===== config.mk =====
export PLATFORM = sky130hd
export DESIGN_NAME = f32div_seq
export DESIGN_NICKNAME = d
export VERILOG_FILES = /design/src/rtl/f32div_seq.sv
export SDC_FILE = /design/constraint.sdc
export NUM_CORES = 1
export LEC_CHECK = 0
export BUFFER_PORTS_ARGS = -buffer_cell sky130_fd_sc_hd__buf_2
export CORE_AREA = 2 2 209 211
export CTS_CLUSTER_DIAMETER = 80
export DETAILED_ROUTE_END_ITERATION = 10
export DIE_AREA = 0 0 211 213
export PLACE_DENSITY = 0.42
export SYNTH_ARGS = -nofsm -noshare
export SYNTH_HDL_FRONTEND = slang
export SYNTH_SLANG_ARGS = --single-unit
export TNS_END_PERCENT = 10

===== constraint.sdc =====
create_clock -name i_clk -period 9.9 [get_ports i_clk]
set_input_delay 0.99 -clock i_clk [delete_from_list [all_inputs] [get_ports i_clk]]
set_output_delay 0.99 -clock i_clk [all_outputs]
set_load 0.02 [all_outputs]

===== src/rtl/f32div_seq.sv =====
// f32div_seq: iterative binary32 divider, one restoring quotient bit per clock.
// Subnormal inputs are prenormalized, the quotient is truncated, and tiny results flush to zero.
module f32div_seq (
    input  logic        i_clk,
    input  logic        i_rst,
    input  logic        i_in_valid,
    output logic        o_in_ready,
    input  logic [31:0] i_a,
    input  logic [31:0] i_b,
    output logic        o_out_valid,
    input  logic        i_out_ready,
    output logic [31:0] o_out
);

    typedef enum logic [2:0] {StIdle, StPre, StDiv, StPack, StDone} state_e;

    localparam logic [31:0] QNaN = 32'h7FC00000;

    state_e             r_state;
    logic               r_sign;
    logic               r_special;
    logic [31:0]        r_spec_res;
    logic [23:0]        r_ma;
    logic [23:0]        r_mb;
    logic signed [9:0]  r_ea;
    logic signed [9:0]  r_eb;
    logic signed [9:0]  r_e;
    logic [25:0]        r_rem;
    logic [23:0]        r_div;
    logic [25:0]        r_q;
    logic [4:0]         r_cnt;
    logic               r_in_ready;
    logic               r_out_valid;
    logic [31:0]        r_out;

    logic [7:0]         w_a_exp;
    logic [7:0]         w_b_exp;
    logic               w_a_nan, w_a_inf, w_a_zero;
    logic               w_b_nan, w_b_inf, w_b_zero;
    logic               w_sign;
    logic               w_special;
    logic [31:0]        w_special_res;
    logic [4:0]         w_lz_a;
    logic [4:0]         w_lz_b;
    logic [23:0]        w_ma_norm;
    logic [23:0]        w_mb_norm;
    logic signed [9:0]  w_e_pre;
    logic               w_ge;
    logic [25:0]        w_rem_sub;
    logic [25:0]        w_rem_next;
    logic signed [9:0]  w_e_pack;
    logic [22:0]        w_frac;
    logic [31:0]        w_pack_res;

    assign o_in_ready  = r_in_ready;
    assign o_out_valid = r_out_valid;
    assign o_out       = r_out;

    // Classify the incoming operands and pick the special-case result by priority.
    always_comb begin
        w_a_exp  = i_a[30:23];
        w_b_exp  = i_b[30:23];
        w_a_nan  = (w_a_exp == 8'hFF) && (i_a[22:0] != 23'd0);
        w_b_nan  = (w_b_exp == 8'hFF) && (i_b[22:0] != 23'd0);
        w_a_inf  = (w_a_exp == 8'hFF) && (i_a[22:0] == 23'd0);
        w_b_inf  = (w_b_exp == 8'hFF) && (i_b[22:0] == 23'd0);
        w_a_zero = (w_a_exp == 8'h00) && (i_a[22:0] == 23'd0);
        w_b_zero = (w_b_exp == 8'h00) && (i_b[22:0] == 23'd0);
        w_sign   = i_a[31] ^ i_b[31];
        w_special = w_a_nan | w_b_nan | w_a_inf | w_b_inf | w_a_zero | w_b_zero;
        if (w_a_nan || w_b_nan || (w_a_zero && w_b_zero) || (w_a_inf && w_b_inf)) begin
            w_special_res = QNaN;
        end else if (w_a_inf || w_b_zero) begin
            w_special_res = {w_sign, 8'hFF, 23'd0};
        end else begin
            w_special_res = {w_sign, 31'd0};
        end
    end

    // Leading-zero counts; ascending scan so the highest set bit wins.
    always_comb begin
        w_lz_a = 5'd0;
        w_lz_b = 5'd0;
        for (int i = 0; i < 24; i++) begin
            if (r_ma[i]) w_lz_a = 5'(23 - i);
            if (r_mb[i]) w_lz_b = 5'(23 - i);
        end
        w_ma_norm = r_ma << w_lz_a;
        w_mb_norm = r_mb << w_lz_b;
        w_e_pre   = r_ea - $signed({5'd0, w_lz_a}) - r_eb + $signed({5'd0, w_lz_b})
                    + 10'sd127;
    end

    // One restoring division step.
    always_comb begin
        w_ge       = (r_rem >= {2'b00, r_div});
        w_rem_sub  = r_rem - {2'b00, r_div};
        w_rem_next = w_ge ? (w_rem_sub << 1) : (r_rem << 1);
    end

    // Normalize the quotient, truncate, and saturate the exponent range.
    always_comb begin
        if (r_q[25]) begin
            w_frac   = r_q[24:2];
            w_e_pack = r_e;
        end else begin
            w_frac   = r_q[23:1];
            w_e_pack = r_e - 10'sd1;
        end
        if (w_e_pack >= 10'sd255) begin
            w_pack_res = {r_sign, 8'hFF, 23'd0};
        end else if (w_e_pack <= 10'sd0) begin
            w_pack_res = {r_sign, 31'd0};
        end else begin
            w_pack_res = {r_sign, w_e_pack[7:0], w_frac};
        end
    end

    // Control FSM and datapath registers; handshake outputs are registered.
    always_ff @(posedge i_clk) begin
        if (i_rst) begin
            r_state     <= StIdle;
            r_sign      <= 1'b0;
            r_special   <= 1'b0;
            r_spec_res  <= 32'd0;
            r_ma        <= 24'd0;
            r_mb        <= 24'd0;
            r_ea        <= 10'sd0;
            r_eb        <= 10'sd0;
            r_e         <= 10'sd0;
            r_rem       <= 26'd0;
            r_div       <= 24'd0;
            r_q         <= 26'd0;
            r_cnt       <= 5'd0;
            r_in_ready  <= 1'b1;
            r_out_valid <= 1'b0;
            r_out       <= 32'd0;
        end else begin
            unique case (r_state)
                StIdle: begin
                    if (i_in_valid && r_in_ready) begin
                        r_in_ready <= 1'b0;
                        r_sign     <= w_sign;
                        r_special  <= w_special;
                        r_spec_res <= w_special_res;
                        // Field exponent 0 means exponent 1 with no hidden bit.
                        r_ma <= {(w_a_exp != 8'd0), i_a[22:0]};
                        r_mb <= {(w_b_exp != 8'd0), i_b[22:0]};
                        r_ea <= $signed({2'b00, (w_a_exp == 8'd0) ? 8'd1 : w_a_exp});
                        r_eb <= $signed({2'b00, (w_b_exp == 8'd0) ? 8'd1 : w_b_exp});
                        r_state <= StPre;
                    end
                end
                StPre: begin
                    // Specials resolve here, one cycle after acceptance.
                    if (r_special) begin
                        r_out       <= r_spec_res;
                        r_out_valid <= 1'b1;
                        r_state     <= StDone;
                    end else begin
                        r_e     <= w_e_pre;
                        r_rem   <= {2'b00, w_ma_norm};
                        r_div   <= w_mb_norm;
                        r_q     <= 26'd0;
                        r_cnt   <= 5'd0;
                        r_state <= StDiv;
                    end
                end
                StDiv: begin
                    r_q   <= {r_q[24:0], w_ge};
                    r_rem <= w_rem_next;
                    r_cnt <= r_cnt + 5'd1;
                    if (r_cnt == 5'd25) r_state <= StPack;
                end
                StPack: begin
                    r_out       <= w_pack_res;
                    r_out_valid <= 1'b1;
                    r_state     <= StDone;
                end
                StDone: begin
                    if (i_out_ready) begin
                        r_out_valid <= 1'b0;
                        r_in_ready  <= 1'b1;
                        r_state     <= StIdle;
                    end
                end
                default: r_state <= StIdle;
            endcase
        end
    end

endmodule

* After elaboration in Yosys (flattened, before gate mapping) *
Cells that the tools add are included.

word-level totals
  flip-flop bits (word level) = 226
  input port bits = 68
  word-level logic and storage cells = 156
  output and inout bits = 34

operators by class
  add/sub/neg operators = 7
  bitwise logic cells = 7
  shifts and indexed selects = 2
  equality and inequality tests = 12
  muxes and demuxes = 76
  reduce and logical (&&, ||, !) cells = 33
  order comparisons = 3

operators with widths
  operator                                                                number
  5-bit two-way mux                                                       49
  26-bit case mux with 2 select lines                                     2
  31-bit two-way mux                                                      3
  26-bit two-way mux                                                      3
  32-bit two-way mux                                                      2
  32-bit case mux with 2 select lines                                     1
  24-bit by 5-bit << shifter with 24-bit output                           2
  23-bit zero test                                                        2
  23-bit nonzero test                                                     2
  26-bit by 24-bit >= comparator with 1-bit output                        1
  25-bit by 24-bit subtractor with 25-bit output                          1
  23-bit two-way mux                                                      1
  8-bit == test, second input constant                                    2
  8-bit zero test                                                         2
  8-bit two-way mux                                                       2
  8-bit nonzero test                                                      2
  3-bit case mux with 5 select lines                                      1
  3-bit two-way mux                                                       4
  10-bit by 6-bit adder with 10-bit output                                1
  10-bit by 8-bit adder with 10-bit output, second input constant         1
  10-bit by 9-bit >= comparator with 1-bit output, second input constant  1
  10-bit by 1-bit <= comparator with 1-bit output, second input constant  1
  10-bit two-way mux                                                      1
  2-bit != test, second input constant                                    5
  other kinds (22)                                                        48

* Logic depth before layout (Yosys ltp) *
Gate-level depths: netlist of run 1.

  word-level depth = 28
  gate-level depth with buffers = 25
  gate-level depth less buffers = 23

* Worst setup path after synthesis of run 1 *
No wires, ideal clock.

  kind = register to register
  start = register r_ma[0]
  end = register r_e[8]
  clock period less this slack = 4269 ps
  cell stages (with the launch flop) = 24
  library setup time = 70 ps
  data required time = 9830 ps
  arrival = 4199 ps
  path buffers = 1
  slack = 5631 ps
  cell sequence = dfxtp_1 -> nor2_1 -> o311ai_0 -> o311ai_0 -> a41oi_1 -> o21a_1 -> inv_2 -> buf_2 -> ha_1 -> nor2b_1 -> o21ai_0 -> a21oi_1 -> nand2b_1 -> fa_1 -> inv_1 -> ha_1 -> a21oi_1 -> o21bai_1 -> a21oi_1 -> o21bai_1 -> a21oi_1 -> xnor2_1 -> nand2_1 -> a21oi_1

between the ends
  word-level cells in the longest chain between the ends = 28

ends and longest elaborated chain
  item                                          RTL line  source
  start: declaration                            23        logic [23:0] r_ma;
  start signal: assignment                      147       r_ma <= {(w_a_exp != 8'd0), i_a[22:0]};
  5-bit two-way mux (24 in a row)               85        if (r_ma[i]) w_lz_a = 5'(23 - i);
  8-bit by 5-bit subtractor with 9-bit output   90        w_e_pre = r_ea - $signed({5'd0, w_lz_a}) - r_eb + $signed({5'd0, w_lz_b})
  9-bit by 9-bit subtractor with 10-bit output  90
  10-bit by 6-bit adder with 10-bit output      90
  10-bit by 8-bit adder with 10-bit output      91        + 10'sd127;
  end signal: assignment                        161       r_e <= w_e_pre;
  end: declaration                              27        logic signed [9:0] r_e;

No other way between the ends.
A chain may end at the register's enable or synchronous reset.

* Worst setup path after layout of run 1 *
  start = register r_ma[7]
  end = register r_e[8]

between the ends
  word-level cells in the longest chain between the ends = 21

ends and longest elaborated chain
  item                                          RTL line
  5-bit two-way mux (17 in a row)               85
  8-bit by 5-bit subtractor with 9-bit output   90
  9-bit by 9-bit subtractor with 10-bit output  90
  10-bit by 6-bit adder with 10-bit output      90
  10-bit by 8-bit adder with 10-bit output      91

No other way between the ends.

==> run_results.csv, run 1 <==
group,metric,value,unit
status,status,"complete, no violations",
worst_setup_path,crit_family,"compound AO/OA/AOI/OAI gates",
finish,n_antenna_cell,0,
placed_design,portBuffers,101,
worst_setup_path,critPathKind,"reg -> reg",
finish,synthToLayoutAreaGrowth,13.04,%
routing,drtIter0Drc,704,
worst_setup_path,cp_num_buf_inv,2,
synth,synth-async-reset-ratio,0,%
worst_setup_path,end_kind,"flop",
synth,synth-seq-area-share,32.24,%
worst_setup_path,cp_cell_sequence,"nor2_1 -> o311ai_0 -> a41oi_1 -> o21a_1 -> inv_2 -> ha_1 -> nor2b_1 -> o21ai_0 -> a21oi_1 -> nand2b_1 -> fa_1 -> inv_1 -> ha_1 -> a21oi_1 -> o21bai_1 -> a21oi_1 -> o21bai_1 -> a21oi_1 -> xnor2_1 -> nand2_1 -> a21oi_1",
floorplan,rows,76,
sta,clock_skew,0.009639,ns
synth,synth_edf_count,0,
sta,rsz0062_at_grt,"no",
worst_setup_path,slowest_delay,0.54,ns
placed_design,place_area,13170,um2
floorplan,ios,102,
floorplan,die_h,213,um
sta,slew_violations,0,
global_route,grt_pass1_wl,61540,um
job,max-cap-violations,0,
global_route,grt_overflow,0,
sta,max_freq,201.4,MHz
floorplan,die_w,211,um
finish,drive_gt1_share,12.32,%
routing,dr.pass1.iters,5,
synth,ys_ff_latch,197,
synth,synth.distinct_cells,70,
worst_setup_path,reg2reg_slack,4.93,ns
worst_setup_path,reg2reg_from,"r_ma[7]",
clocking,cts_root_buf,"clkbuf_16",
clocking,cts-htree-levels,4,
synth,synth_top_flop_cell,"dfxtp_1",
finish,fin_area,13830,um2
global_route,grt_usage,17.35,%
sta,fin_crit_sh,50.16,%
placed_design,place_congestion,0.8462,
finish,multiInputGateArea,7627,um2
synth,syn_inst,1591,
clocking,hold_buffers,0,
finish,layout_common_cells,"nand2_1, nor2_1, dfxtp_1",
global_route,first_global_vias,11070,
floorplan,initial_core_util,28.65,%
worst_setup_path,reg2reg_to,"r_e[8]",
sta,hold_violations,0,
routing,via_per_inst,5.220,
finish,fillerInstances,4546,
power,vdd_drop_max,133.7,uV
global_route,grt_start_max_net_pins,87,
worst_setup_path,path_depth,21,
placed_design,dp_cells,2162,
synth,synth_fp_nets,1710,
worst_setup_path,arrival,5.36,ns
routing,wl_per_cell,17.51,um
routing,wirelength,38410,um
worst_setup_path,slowest_stage,"o311ai_0",
worst_setup_path,crit_top_cell,"a21oi_1",
finish,final_common_cell,"nand2_1",
clocking,cts_resized,0,
clocking,clk_latency,0.46,ns
placed_design,dp_hpwl,28430,um
synth,synth_area_per_cell,7.689,um2
routing,antenna_left,0,
power,power.density,239.2,nW/um2
finish,seq_area,3944,um2
power,p_leak,0.005482,uW
worst_setup_path,cp_max_fo,27,
routing,vias,11450,
worst_setup_path,crit_required,10.29,ns
clocking,clock-sinks,197,
finish,final_cells,2194,
global_route,antenna_found_initial,0,
worst_setup_path,startpoint,"r_ma[7]",
hold_path,hold_class,"reg -> reg",
clocking,cts_tree,"yes",
finish,nNetsFinal,1754,
clocking,postCtsSetupRepairBufs,0,
floorplan,fp.dieArea,44940,um2
sta,worstMarginPinSlew,1.041,ns
sta,setup_tns,0,ns
clocking,clockBufferDepth,2,
routing,drc_errors,0,
synth,syn-cell-area,12230,um2
hold_path,whs_path_depth,2,
sta,setup_viol,0,
worst_setup_path,setup.worst_path.end,"r_e[8]",
clocking,numCtsBuffers,17,
sta,max_slew_margin,30.55,%
worst_setup_path,start_kind,"flop",
sta,fin_crit,4.965,ns
worst_setup_path,ff2ff_path_depth,21,
floorplan,core,42700,um2
synth,yosysWarnings,0,
clocking,path_clk_slew,0.07,ns
-- flip-flops by register name, summed over array words and instances, names as in the netlist --
register	cells
o_in_ready	1
o_out	32
o_out_valid	1
r_cnt	5
r_div	24
r_e	10
r_ea	8
r_eb	8
r_ma	24
r_mb	24
r_q	26
r_rem	26
r_sign	1
r_spec_res	3
r_special	1
r_state	3
-- area by class of cell --
| class | instances | area share, % |
|---|---|---|
| sequential | 197 | 28.52 |
| inverter | 73 | 1.982 |
| clock buffer | 19 | 3.203 |
| clock inverter | 13 | 1.574 |
| multi-input combinational | 1228 | 55.16 |
| tap | 546 | 4.940 |
| timing repair buffer | 118 | 4.624 |
-- cells in the mapped netlist (all sizes together), types with 15 or more instances --
| master | number | area [um2] |
|---|---|---|
| xor2 | 20 | 175.2 |
| buf | 21 | 132.6 |
| nand3 | 15 | 75.07 |
| dfxtp | 197 | 3944 |
| clkbuf | 72 | 271.5 |
| inv | 72 | 270.3 |
| a211oi | 22 | 165.2 |
| nor4 | 26 | 177.7 |
| ha | 43 | 538.0 |
| nor2 | 200 | 755.7 |
| mux2i | 86 | 860.8 |
| xnor2 | 22 | 192.7 |
| a21oi | 168 | 840.8 |
| mux2 | 33 | 371.6 |
| nor3 | 37 | 185.2 |
| o21ai | 65 | 325.3 |
| a22oi | 62 | 465.5 |
| nand2 | 221 | 837.1 |
-- layer usage --
metal | wire length, um | track usage [%]
met5 | 0 | 0
met4 | 1019 | 7.139
met3 | 926 | 2.265
met2 | 17800 | 28.28
met1 | 18660 | 23.14
-- power breakdown --
group,switching (uW),leakage (uW),internal [uW],total [uW]
clock network,341,0.000321,461,801
registers,68.7,0.00160,849,917
logic,950,0.00356,638,1590
-- worst min-delay path by stage --
stage                    from        end
finish                r_eb[5]    r_eb[5]
global route          r_eb[5]    r_eb[5]
CTS                   r_eb[5]    r_eb[5]
detailed placement    r_eb[5]    r_eb[5]
global placement    r_div[15]  r_div[15]
floorplan           r_div[10]  r_div[10]
-- kinds of logic (layout without fill, tap and decap cells) --
kind of cell / count (synthesis) / after routing / synth area share [%]
multiplexers: 119 / 119 / 10.07
flip-flops: 197 / 197 / 32.24
adder cells (fa/ha/maj): 51 / 51 / 5.707
AND/OR/NAND/NOR: 584 / 584 / 21.24
buffers and inverters: 166 / 223 / 5.544
XOR/XNOR: 42 / 42 / 3.007
AO/OA/AOI/OAI: 432 / 432 / 22.18
-- tightest hold or removal path: stages (launching register included) --
cell and delay, ns:
dfxtp_1 0.31, nand2_1 0.05, a21oi_1 0.05
-- metrics by stage --
step | hold WS (ns) | utilization [%] | worst slack (ns) | power, uW
6_report | 0.4579 | 32.39 | 4.935 | 3307
3_3_place_gp | 0.4428 | 30.84 | 4.999 | 2535
5_1_grt | 0.4761 | 32.39 | 4.572 | 3573
4_1_cts | 0.4620 | 32.39 | 4.968 | 3351
3_5_place_dp | 0.4515 | 30.84 | 4.985 | 2534
2_1_floorplan | 0.4250 | - | 5.631 | 2168
Power figures use the tool's default switching activity.
==> run 2: changes to the inputs <==
- PLACE_DENSITY: 0.42 -> 0.44
- clock period: 9.9 -> 4.31 ns (I/O delays scaled with it)
==> run 2 against run 1 <==
  * Clock skew about the same
  * Largest power group unchanged
  * Critical path depth is 1 higher
  * Wire length decreased by 1.3%
  * Non-clock buffer count is 39 higher
  * Setup slack got worse by 4.7 ns
  * Sequential share of layout area fell by 0.71 points
  * Final area increased by 2.8%
  * Maximum frequency rose by 21%
  * Highest routed layer unchanged
  * First-iteration DRC count grew 9.8%
  * Combinational power increased to 2.6 times the previous value
==> run_results.csv, run 2 (same netlist as run 1, synthesis figures left out) <==
group,metric,value,unit
routing,via_per_inst,5.139,
worst_setup_path,cp_cell_sequence,"nor2_4 -> o311ai_4 -> o311ai_4 -> a41oi_2 -> o21a_1 -> inv_2 -> ha_1 -> nor2b_1 -> o21ai_1 -> a21oi_1 -> nand2b_1 -> fa_1 -> inv_1 -> ha_4 -> a21oi_2 -> o21bai_1 -> a21oi_2 -> o21bai_1 -> a21oi_1 -> xnor2_1 -> nand2_1 -> a21oi_1",
hold_path,whs_endpoint,"o_out_valid",
hold_path,hold_class,"in -> reg",
floorplan,ios,102,
worst_setup_path,reg2reg_slack,0.21,ns
sta,whs,0.2088,ns
clocking,cts_root_buf,"clkbuf_16",
power,seqPwrFrac,26.8,%
worst_setup_path,end_kind,"flop",
placed_design,dp_cells,2198,
power,power.density,550.1,nW/um2
worst_setup_path,reg2reg_to,"r_e[8]",
worst_setup_path,cp_max_fo,3,
sta,clock_skew,0.009417,ns
power,finalPower,7822,uW
sta,setup_viol,0,
finish,largest_reg_flops,32,
sta,rsz0062_at_grt,"yes",
power,p_sw_share,41.70,%
floorplan,core,42700,um2
routing,wl_per_cell,16.99,um
sta,worstMarginPinSlew,1.023,ns
placed_design,place_congestion,0.8376,
finish,layout_common_cells,"nand2_1, nor2_1, dfxtp_1",
routing,vias,11470,
floorplan,die_h,213,um
worst_setup_path,ff2ff_path_depth,22,
finish,nNetsFinal,1793,
clocking,cts_tree,"yes",
sta,slew_violations,0,
global_route,grt_start_max_net_pins,77,
worst_setup_path,critPathKind,"reg -> reg",
clocking,path_clk_slew,0.07,ns
worst_setup_path,reg2reg_from,"r_ma[0]",
hold_path,worstHoldStart,"i_out_ready",
sta,setup_tns,0,ns
global_route,grt_most_used_layer,"met2",
clocking,clk_latency,0.46,ns
power,pwr-share-comb,53.0,%
hold_path,whs_path_depth,2,
sta,max_slew_margin,31.75,%
finish,synthToLayoutAreaGrowth,16.24,%
routing,dr.pass1.iters,5,
power,clkPwrFrac,20.2,%
worst_setup_path,crit_top_cell,"a21oi_1",
sta,max_freq,243.7,MHz
floorplan,die_w,211,um
power,vdd_drop_max,303.4,uV
worst_setup_path,crit_required,4.70,ns
clocking,numCtsBuffers,17,
routing,antenna_left,0,
worst_setup_path,slowest_delay,0.47,ns
floorplan,rows,76,
status,status,"complete, no violations",
placed_design,dp_hpwl,28480,um
clocking,cts-htree-levels,4,
clocking,clock-sinks,197,
global_route,first_global_vias,10930,
routing,wirelength,37910,um
worst_setup_path,arrival,4.49,ns
sta,fin_crit,4.104,ns
floorplan,fp.dieArea,44940,um2
clocking,clockBufferDepth,2,
finish,final_cells,2232,
global_route,antenna_found_initial,0,
worst_setup_path,start_kind,"flop",
sta,hold_violations,0,
routing,drc_errors,0,
job,max-cap-violations,0,
global_route,met2_usage,28.27,%
power,intPower,4560,uW
power,p_leak,0.005665,uW
placed_design,portBuffers,101,
floorplan,initial_core_util,28.65,%
clocking,hold_buffers,0,
global_route,grt_pass1_wl,60090,um
routing,drtIter0Drc,773,
finish,drive_gt1_share,16.67,%
worst_setup_path,slowest_stage,"fa_1",
finish,n_antenna_cell,0,
finish,final_common_cell,"nand2_1",
global_route,grt_overflow,0,
power,switching_power,3262,uW
global_route,grt_usage,16.91,%
sta,fin_crit_sh,95.21,%
global_route,grt_util_met3,2.221,%
global_route,met1_usage,22.62,%
[run 2: cell types whose count changed in the layout (fill, tap and decap cells not counted), moves of 3 or more]
| cell | previous run | this run |
|---|---|---|
| nor2_2 | 3 | 7 |
| o21ai_1 | 0 | 4 |
| a21oi_1 | 168 | 163 |
| clkinv_4 | 1 | 4 |
| bufinv_16 | 5 | 1 |
| buf_4 | 17 | 55 |
| nor2_1 | 197 | 191 |
| a21oi_2 | 0 | 5 |
| o311ai_0 | 4 | 1 |
| ha_1 | 43 | 39 |
| ha_4 | 0 | 3 |
| dfxtp_1 | 197 | 188 |
| dfxtp_2 | 0 | 9 |
| o21ai_0 | 64 | 60 |
[run 2: worst max path at each step]
stage | from | to | slack, ns
2_1_floorplan | r_ma[0] | r_e[8] | 0.04
3_3_place_gp | r_ma[0] | r_e[8] | -0.18
3_5_place_dp | r_ma[0] | r_e[8] | -0.19
4_1_cts | r_ma[7] | r_e[9] | 0.02
5_1_grt | r_ma[8] | r_e[9] | -0.03
6_report | r_ma[0] | r_e[8] | 0.21
[run 2: power groups by stage]
stage	clock network, uW	registers (uW)	logic (uW)
after floorplan	0	2080	2900
after global placement	0	2140	3880
after detailed placement	0	2140	3890
after CTS	1640	2100	3950
after global routing	1710	2120	4630
final	1580	2100	4140
[run 2: final cells by class]
| class | count | area, um2 |
|---|---|---|
| well taps | 546 | 683.2 |
| inverters | 73 | 274.0 |
| fillers | 4473 | 28480 |
| multi-input cells | 1228 | 7810 |
| flip-flops and latches | 197 | 3955 |
| repair buffers | 157 | 935.9 |
| clock buffers | 18 | 439.2 |
| clock inverters | 13 | 122.6 |
[run 2: metrics by stage]
step / util (%) / setup slack [ns] / instance area [um2]
2_1_floorplan: - / 0.04063 / 12230
3_3_place_gp: 31.47 / -0.1823 / 13440
3_5_place_dp: 31.47 / -0.1855 / 13440
4_1_cts: 32.82 / 0.01522 / 14010
5_1_grt: 33.31 / -0.02895 / 14220
6_report: 33.31 / 0.2063 / 14220
[run 2: repair_timing]
item | in CTS | in global routing
resized for setup | 4 | 50
endpoints found under the setup margin | 4 | 5
pin swaps | 6 | 31
setup buffers | 2 | 2
endpoints found under the hold margin | 0 | 0
[run 2: metal layers]
metal	vias up	routed length, um
met5	-	0
met4	0	605
met3	33	992
met2	160	17940
met1	5450	18370
li1	5827	-
[run 2: worst max-delay path, delay by kind of cell, from the launching register on]
family                     cells  cell delay (ns)
DFF                            1             0.36
AOI/OAI and AO/OA             12             2.03
xor gates and xnor gates       1             0.13
and+or+nand+nor                4             0.41
buffers and inverters          2             0.13
adders and majority gates      3             0.98
==> run 3: changes to the inputs <==
- BUFFER_PORTS_ARGS: -buffer_cell sky130_fd_sc_hd__buf_2 -> -buffer_cell sky130_fd_sc_hd__buf_4
==> run 3 against run 2 <==
  * Wire length grew 0.69%
  * Via count grew 0.51%
  * Final area is 1.9% higher
  * Critical endpoint is now r_e[9]
  * Critical path depth is 3 higher
==> run_results.csv, run 3 (same netlist as run 1, synthesis figures left out) <==
group,metric,value,unit
worst_setup_path,end_kind,"flop",
global_route,antenna_found_initial,0,
sta,worstMarginPinSlew,1.050,ns
finish,multiInputGateArea,7797,um2
worst_setup_path,reg2reg_from,"r_ma[5]",
worst_setup_path,crit_required,4.64,ns
routing,drc_errors,0,
worst_setup_path,start_kind,"flop",
finish,synthToLayoutAreaGrowth,18.46,%
sta,fin_ws,0.2331,ns
global_route,grt_overflow,0,
sta,fin_crit,4.077,ns
floorplan,ios,102,
global_route,grt_pass1_wl,60860,um
worst_setup_path,startpoint,"r_ma[5]",
finish,drive_gt1_share,16.43,%
worst_setup_path,critPathKind,"reg -> reg",
finish,n_antenna_cell,0,
clocking,hold_buffers,0,
sta,fin_crit_sh,94.59,%
clocking,clock-sinks,197,
routing,vias,11530,
sta,hold_violations,0,
status,status,"complete, no violations",
sta,max_slew_margin,29.91,%
routing,dr.pass1.iters,8,
global_route,grt_usage,17.17,%
floorplan,rows,76,
placed_design,place_area,13690,um2
clocking,cts-htree-levels,4,
finish,nNetsFinal,1792,
finish,fin_area,14490,um2
global_route,grt_start_max_net_pins,108,
job,max-cap-violations,0,
hold_path,whs_path_depth,2,
routing,antenna_left,0,
global_route,first_global_vias,11130,
routing,via_per_inst,5.165,
power,power.density,539.1,nW/um2
clocking,path_clk_slew,0.08,ns
finish,post-route-util,33.94,%
worst_setup_path,cp_max_fo,4,
placed_design,dp_hpwl,28390,um
sta,rsz0062_at_grt,"yes",
clocking,cts_tree,"yes",
sta,slew_violations,0,
routing,wl_per_cell,17.10,um
floorplan,initial_core_util,28.65,%
hold_path,hold_class,"in -> reg",
sta,whs,0.1756,ns
finish,fillerInstances,4471,
placed_design,place_ws,-0.1451,ns
worst_setup_path,reg2reg_slack,0.23,ns
finish,seq_area,3954,um2
routing,wirelength,38180,um
finish,largest_reg_flops,32,
floorplan,fp.dieArea,44940,um2
clocking,clockBufferDepth,2,
worst_setup_path,setup.worst_path.end,"r_e[9]",
power,vdd_drop_max,311.7,uV
clocking,cts_root_buf,"clkbuf_16",
sta,setup_viol,0,
placed_design,portBuffers,101,
finish,final_common_cell,"nand2_1",
worst_setup_path,slowest_stage,"fa_1",
routing,drtIter0Drc,675,
sta,clock_skew,0.01029,ns
worst_setup_path,ff2ff_path_depth,25,
worst_setup_path,arrival,4.41,ns
worst_setup_path,reg2reg_to,"r_e[9]",
sta,max_freq,245.3,MHz
floorplan,die_w,211,um
worst_setup_path,slowest_delay,0.53,ns
placed_design,place_congestion,0.8365,
clocking,clk_latency,0.47,ns
power,p_leak,0.005736,uW
clocking,numCtsBuffers,17,
floorplan,die_h,213,um
finish,layout_common_cells,"nand2_1, nor2_1, dfxtp_1",
floorplan,core,42700,um2
==> run 3: changes by cell type in the layout (fill, tap and decap cells not counted), moves of 3 or more <==
cell and change:
inv_8 +7, buf_4 +96, nor2_1 +3, buf_2 -100
==> run 3: how the worst min path moves through the flow <==
stage / start / to / slack [ns]
2_1_floorplan: r_div[10] / r_div[10] / 0.43
3_3_place_gp: r_div[15] / r_div[15] / 0.44
3_5_place_dp: r_div[10] / r_div[10] / 0.45
4_1_cts: i_out_ready / o_out_valid / 0.14
5_1_grt: i_out_ready / o_out_valid / 0.16
6_report: i_out_ready / o_out_valid / 0.18
==> run 3: cell type report <==
cell class | instances | share of cell area, %
tap | 546 | 4.714
inverter | 73 | 1.891
timing repair buffer | 156 | 8.271
sequential | 197 | 27.28
multi-input combinational | 1228 | 53.81
clock buffer | 17 | 2.936
clock inverter | 15 | 1.097
==> run 3: repair_timing <==
action                                  in CTS  in global routing
endpoints found under the setup margin       4                  5
cloned                                       0                  0
setup buffers                                0                  4
gates resized for setup                      2                 49
pin swaps                                    1                 17
==> run 3: report_power, final <==
group | switching, uW | total [uW] | internal (uW)
logic | 2320 | 4090 | 1770
clock network | 840 | 1620 | 779
registers | 153 | 2100 | 1950
==> run 3: critical path, delay by kind of cell (launching register included) <==
family          cells  cell delay [ns]
buf+inv             5             0.48
simple gates        7             0.75
xor+xnor            1             0.10
fa+ha+maj           4             1.34
compound gates      8             0.98
flops               1             0.31
==> run 3: layer usage <==
metal	wire length [um]	GRT usage, %	vias to the layer above
met4	681	5.658	0
met1	18290	22.92	5448
li1	-	-	5837
met3	1139	2.250	39
met5	0	0	-
met2	18060	28.62	205
==> run 3: metrics by stage <==
stage          TNS [ns]  std cells  power, uW
6_report              0       2232       7813
5_1_grt        -0.07663       2232       8433
4_1_cts        -0.02868       2228       7682
3_5_place_dp    -0.2693       2196       6015
3_3_place_gp    -0.3054       2196       6019
2_1_floorplan         0       1591       4980
